## config.mk

```make
export PLATFORM = sky130hd
export DESIGN_NAME = setup_tx
export DESIGN_NICKNAME = d
export VERILOG_FILES = /design/src/rtl/setup_tx.sv
export SDC_FILE = /design/constraint.sdc
export NUM_CORES = 1
export LEC_CHECK = 0
export ABC_AREA = 1
export BUFFER_PORTS_ARGS = -buffer_cell sky130_fd_sc_hd__buf_4
export CAP_MARGIN = 40
export CORE_MARGIN = 2
export CORE_UTILIZATION = 52
export DETAILED_ROUTE_END_ITERATION = 10
export PLACE_DENSITY = 0.75
export SLEW_MARGIN = 20
export SYNTH_ARGS = -nofsm -noshare
export SYNTH_HDL_FRONTEND = slang
export SYNTH_SLANG_ARGS = --single-unit
```

## constraint.sdc

```tcl
create_clock -name clk_in -period 1.6 [get_ports clk_in]
set_input_delay 0.32 -clock clk_in [delete_from_list [all_inputs] [get_ports clk_in]]
set_output_delay 0.32 -clock clk_in [all_outputs]
set_load 0.03 [all_outputs]
```

## src/rtl/setup_tx.sv

```systemverilog
// setup_tx: parallel-in, serial-out transmitter for the setup configuration path.
// A word is taken through a valid/ready handshake and shifted out LSB first,
// with en_out marking every presented bit.
// Optional feature: define SETUP_TX_PARITY_EN to send an even-parity bit
// ahead of the data bits.
module setup_tx #(
  parameter int WIDTH = 8
) (
  input  logic             clk_in,
  input  logic             rst_in,
  input  logic [WIDTH-1:0] data_in,
  input  logic             valid_in,
  output logic             ready_out,
  output logic             serial_out,
  output logic             en_out,
  output logic             done_out
);

`ifdef SETUP_TX_PARITY_EN
  localparam int NBITS = WIDTH + 1;
`else
  localparam int NBITS = WIDTH;
`endif
  localparam int CW = $clog2(NBITS + 1);

  typedef enum logic [1:0] {IDLE, SHIFT, DONE} state_t;

  state_t           state, state_d;
  logic [NBITS-1:0] sr, sr_d, load_word;
  logic [CW-1:0]    cnt, cnt_d;
  logic             ser_d, en_d, done_d;

  // Parity, when enabled, sits in bit 0 so it leaves first; a WIDTH-bit
  // receiver then shifts it back out and ends holding the data word.
`ifdef SETUP_TX_PARITY_EN
  assign load_word = {data_in, ^data_in};
`else
  assign load_word = data_in;
`endif

  // Ready is a pure decode of state, forced low while reset is asserted.
  assign ready_out = (state == IDLE) && !rst_in;

  // Next-state and next-output decode. cnt counts bits already presented;
  // the edge that finds it at NBITS ends the burst and raises done.
  always_comb begin
    state_d = state;
    sr_d    = sr;
    cnt_d   = cnt;
    ser_d   = 1'b0;
    en_d    = 1'b0;
    done_d  = 1'b0;
    case (state)
      IDLE: begin
        if (valid_in) begin
          state_d = SHIFT;
          sr_d    = load_word;
          cnt_d   = '0;
        end
      end
      SHIFT: begin
        if (cnt == CW'(NBITS)) begin
          state_d = DONE;
          done_d  = 1'b1;
        end else begin
          ser_d = sr[0];
          en_d  = 1'b1;
          sr_d  = sr >> 1;
          cnt_d = cnt + CW'(1);
        end
      end
      DONE:    state_d = IDLE;
      default: state_d = IDLE;
    endcase
  end

  // State register; reset abandons any word in flight.
  always_ff @(posedge clk_in) begin
    if (rst_in) state <= IDLE;
    else        state <= state_d;
  end

  // Datapath and registered serial outputs.
  always_ff @(posedge clk_in) begin
    if (rst_in) begin
      sr         <= '0;
      cnt        <= '0;
      serial_out <= 1'b0;
      en_out     <= 1'b0;
      done_out   <= 1'b0;
    end else begin
      sr         <= sr_d;
      cnt        <= cnt_d;
      serial_out <= ser_d;
      en_out     <= en_d;
      done_out   <= done_d;
    end
  end

endmodule
```

[Word level (Yosys, flattened, before mapping)]
Index checks and enable logic that the tools add are counted.
Word-level totals
  register bits after elaboration: 17
  input port bits: 11
  output and inout port bits: 4
  logic and storage cells: 32
Operators by class
  add/sub/neg operators: 1
  equality and inequality tests: 5
  mux-type cells: 11
  bitwise logic cells: 1
  reduce and logical (&&, ||, !) cells: 8
Operators with widths (number)
  $mux 8: 2
  $pmux 8 s2: 1
  $mux 4: 2
  $pmux 4 s2: 1
  $ne 2x2->1 const B: 3
  $add 4x1->4 const B: 1
  $eq 4x4->1 const B: 1
  $mux 2: 2
  $pmux 2 s2: 1
  $reduce_and 3->1: 1
  $reduce_or 3->1: 1
  $eq 2x1->1 const B: 1
  $logic_not 2->1: 1
  $mux 1: 2
  $reduce_and 2->1: 1
  $reduce_bool 2->1: 1
  $reduce_or 2->1: 1
  $logic_and 1x1->1: 1
  $logic_not 1->1: 1
  $not 1->1: 1

[Depth between registers and ports, before layout]
  word-level depth: 3
  depth in mapped cells: 9

[Worst setup path before layout]
No wires, ideal clock.
  path kind: register -> register
  from: register state[1]
  to: register sr[7]
  data arrival time: 1326 ps
  required time: 1533 ps
  path slack: 207 ps
  cell stages (with the launch flop): 4
  path through: dfxtp_1 > nor3_1 > nand3_1 > o21ai_2
On the way
  longest elaborated chain between the ends: 3
  elaborated cells between the ends (all ways): 7
  classes of those cells: 3 x eq/ne; 1 x mux; 3 x reduce/logical
Ends and longest elaborated chain
  start: declaration: line 28  | state_t state, state_d;
  start signal: assignment: line 80  | else state <= state_d;
  $eq 2x1->1 or $logic_not 2->1 (tied branches): line 53  | case (state)
  $ne 2x2->1 (no line) or $reduce_bool 2->1 (tied branches)
  $reduce_and 3->1 (no line)
  end signal: assignment: line 92  | sr <= sr_d;
  end: declaration: line 29  | logic [NBITS-1:0] sr, sr_d, load_word;
Parallel ways exist; a longest one is shown, timed or not.
A chain may end at the register's enable or synchronous reset.

[Final worst setup path]
  from: register state[1]
  to: output ready_out
On the way
  longest elaborated chain between the ends: 2
Ends and longest elaborated chain
  $logic_not 2->1: line 42  | assign ready_out = (state == IDLE) && !rst_in;
  $logic_and 1x1->1: line 42
  end: declaration: line 13  | output logic ready_out,
No other way between the ends.

==> impl_metrics.py <==
metrics = {
    "outcome": {
        "outcome": "completed",
    },
    "routing": {
        "drtPass1Iterations": 4,
        "routed_via_density": 5.10,
        "dr.max_layer_used": "met4",
        "wl_met3_microns": 74,
        "wl_per_cell_microns": 10.3,
        "routed-via-count": 683,
        "wl_met1_microns": 633,
        "drt_first_iter_violations": 9,
        "met2_length_microns": 650,
        "route.detailed.drc": 0,
        "ant_nets": 0,
        "drt_wl_total_microns": 1380,
    },
    "worst_setup_path": {
        "cp-start-kind": "flip-flop",
        "endpoint_kind": "primary output",
        "path_max_fanout": 3,
        "r2r_slack_ns": 0.23,
        "arrival_ns": 1.06,
        "required_ns": 1.28,
        "worstRegToRegCells": 8,
        "criticalPathCategory": "flip-flop to primary output",
    },
    "floorplan": {
        "die_y_microns": 43.4,
        "rows": 14,
        "ios": 15,
        "fp.coreArea_sq_um": 1470,
        "start_util": 0.548,
        "die_area_sq_um": 1880,
        "die_x_microns": 43.4,
    },
    "synthesis": {
        "yosysWarnings": 0,
        "syn-instance-count": 101,
        "netlist_top_cells_count": "dfxtp_1 (17), inv_1 (17), nand2_1 (17)",
        "syn-cell-area_sq_um": 806,
        "yosys.area.top_type": "dfxtp_1",
        "synth.distinct_cells": 17,
        "synthFlopType": "dfxtp_1",
        "ys_async_sr_fraction": 0,
        "yosys-top-cells-area": "dfxtp_1 (42%), o21ai_2 (9.8%), inv_1 (7.9%), nand2_1 (7.9%), nand3_1 (6.2%)",
        "synth_edf_count": 0,
        "ys_seq_area_frac": 0.422,
        "ys_ff_latch": 17,
        "synth_fp_nets": 114,
        "synth_top_area_share": 0.422,
        "avgSynthCellArea_sq_um": 7.98,
    },
    "global_routing": {
        "grt.total_usage": 0.165,
        "grt_max_degree": 19,
        "overflow": 0,
        "antenna_found_initial": 0,
        "grt_pass1_wl_microns": 2370,
        "grt_pass1_vias": 575,
    },
    "clock_tree": {
        "cts.clk_slew.worst_paths_ns": 0.09,
        "numCtsBuffers": 3,
        "hold_buffers": 0,
        "clock-root-buffer": "clkbuf_4",
        "clock_latency_ns": 0.30,
        "htree_num_levels": 1,
        "cts_tree": "built",
        "cts_buffer_depth": 2,
        "clock-sinks": 17,
    },
    "sta": {
        "slew_headroom": 0.802,
        "min_period_over_period": 0.864,
        "maxSlewViolCount": 0,
        "hold_viol": 0,
        "worstMarginPinSlew_ns": 0.296,
        "hold_ws_ns": 0.232,
        "setup_viol_count_final": 0,
        "tns_ns": 0,
        "clock-skew-final_ns": 0.00875,
        "clock.fmax_ghz": 0.723,
        "period_minus_slack_ns": 1.38,
        "rsz0062_at_grt": "false",
    },
    "place": {
        "dp_hpwl_microns": 998,
        "place.gp.congestion": 0.718,
        "placed_area_sq_um": 916,
        "portBuffers": 14,
    },
    "job": {
        "cap_violations": 0,
    },
    "power_and_ir_drop": {
        "p_leak_uw": 0.000432,
        "power.total_uw": 918,
        "seq_power_share": 0.531,
        "netSwitchingFraction": 0.304,
        "clockPowerShare": 0.249,
        "vdd_drop_max_mv": 0.636,
        "combPwrFrac": 0.220,
        "intPower_uw": 638,
        "powerDensity_nw_per_um2": 966,
        "p_switching_uw": 279,
    },
    "final_layout": {
        "final_util": 0.645,
        "fin_nets": 132,
        "ff_latch_area_sq_um": 340,
        "drive_gt1_frac": 0.305,
        "diodes": 0,
        "multi_input_area_sq_um": 379,
        "finish.instance_area_sq_um": 950,
        "area_growth_pct": 17.9,
        "fillers": 132,
    },
    "worst_hold_path": {
        "min_path_cells": 2,
        "hp-class": "input port to flip-flop",
    },
}
-- cell usage in the layout, fill, tap and decap left out --
cell and instances:
inv_1 17, nand2_1 17, dfxtp_1 17, buf_4 15, nand3_1 10, o21ai_2 9
o21ai_0 8, nor2_1 5, nor3_1 3, clkbuf_4 3, inv_2 2, nand3_4 2
nand2_2 2, a21oi_1 2, ha_1 2, nand3_2 1, nand2_4 1, a21oi_2 1
clkbuf_1 1
-- flip-flops by register name, summed over array words and instances, names as in the netlist --
name and count:
cnt 4, done_out 1, en_out 1, serial_out 1
state 2, sr 8
-- stage by stage --
step / setup WS, ns / instances
floorplan: 0.207 / 101
global placement: 0.198 / 130
CTS: 0.130 / 134
global route: 0.0865 / 134
finish: 0.217 / 134
detailed placement: 0.135 / 130
-- layout make-up --
| class | instances | share of cell area |
|---|---|---|
| multi-input cells | 63 | 0.399 |
| flip-flops and latches | 17 | 0.358 |
| repair buffers | 15 | 0.119 |
| inverters | 19 | 0.0751 |
| clock buffers | 4 | 0.0277 |
| well taps | 16 | 0.0211 |
-- path summary, 6_finish.rpt --
| kind | to | start |
|---|---|---|
| min | cnt[2] | rst_in |
| max | ready_out | state[1] |
| max reg2reg | cnt[3] | cnt[0] |
| min reg2reg | serial_out | sr[0] |
-- cells by family after synthesis --
group | synth area share
adders and majority gates | 0.0311
AOI/OAI and AO/OA | 0.171
DFF | 0.422
and+or+nand+nor | 0.259
buffers and inverters | 0.116
-- per-layer routing --
metal,vias up,global-route usage
li1,360,-
met1,306,0.216
met2,14,0.269
met3,3,0.0250
met4,0,0.0727
met5,-,0
-- timing repair --
action,4_1_cts,5_1_grt
gates resized for setup,0,1
setup endpoints to repair,0,1
setup buffers,0,0
-- power groups by stage --
| stage | clock, uW | sequential (uW) | combinational [uW] |
|---|---|---|---|
| 6_report | 229 | 487 | 202 |
| 5_1_grt | 243 | 494 | 231 |
| 4_1_cts | 231 | 487 | 200 |
| 3_5_place_dp | 0 | 497 | 199 |
| 3_3_place_gp | 0 | 495 | 192 |
| 2_1_floorplan | 0 | 497 | 149 |
-- worst max-delay path, cell delays in order, from the launching register on --
cell	delay (ns)
dfxtp_1	0.34
nor3_1	0.23
buf_4	0.20
No activity file was read; power rests on OpenSTA's default activity.
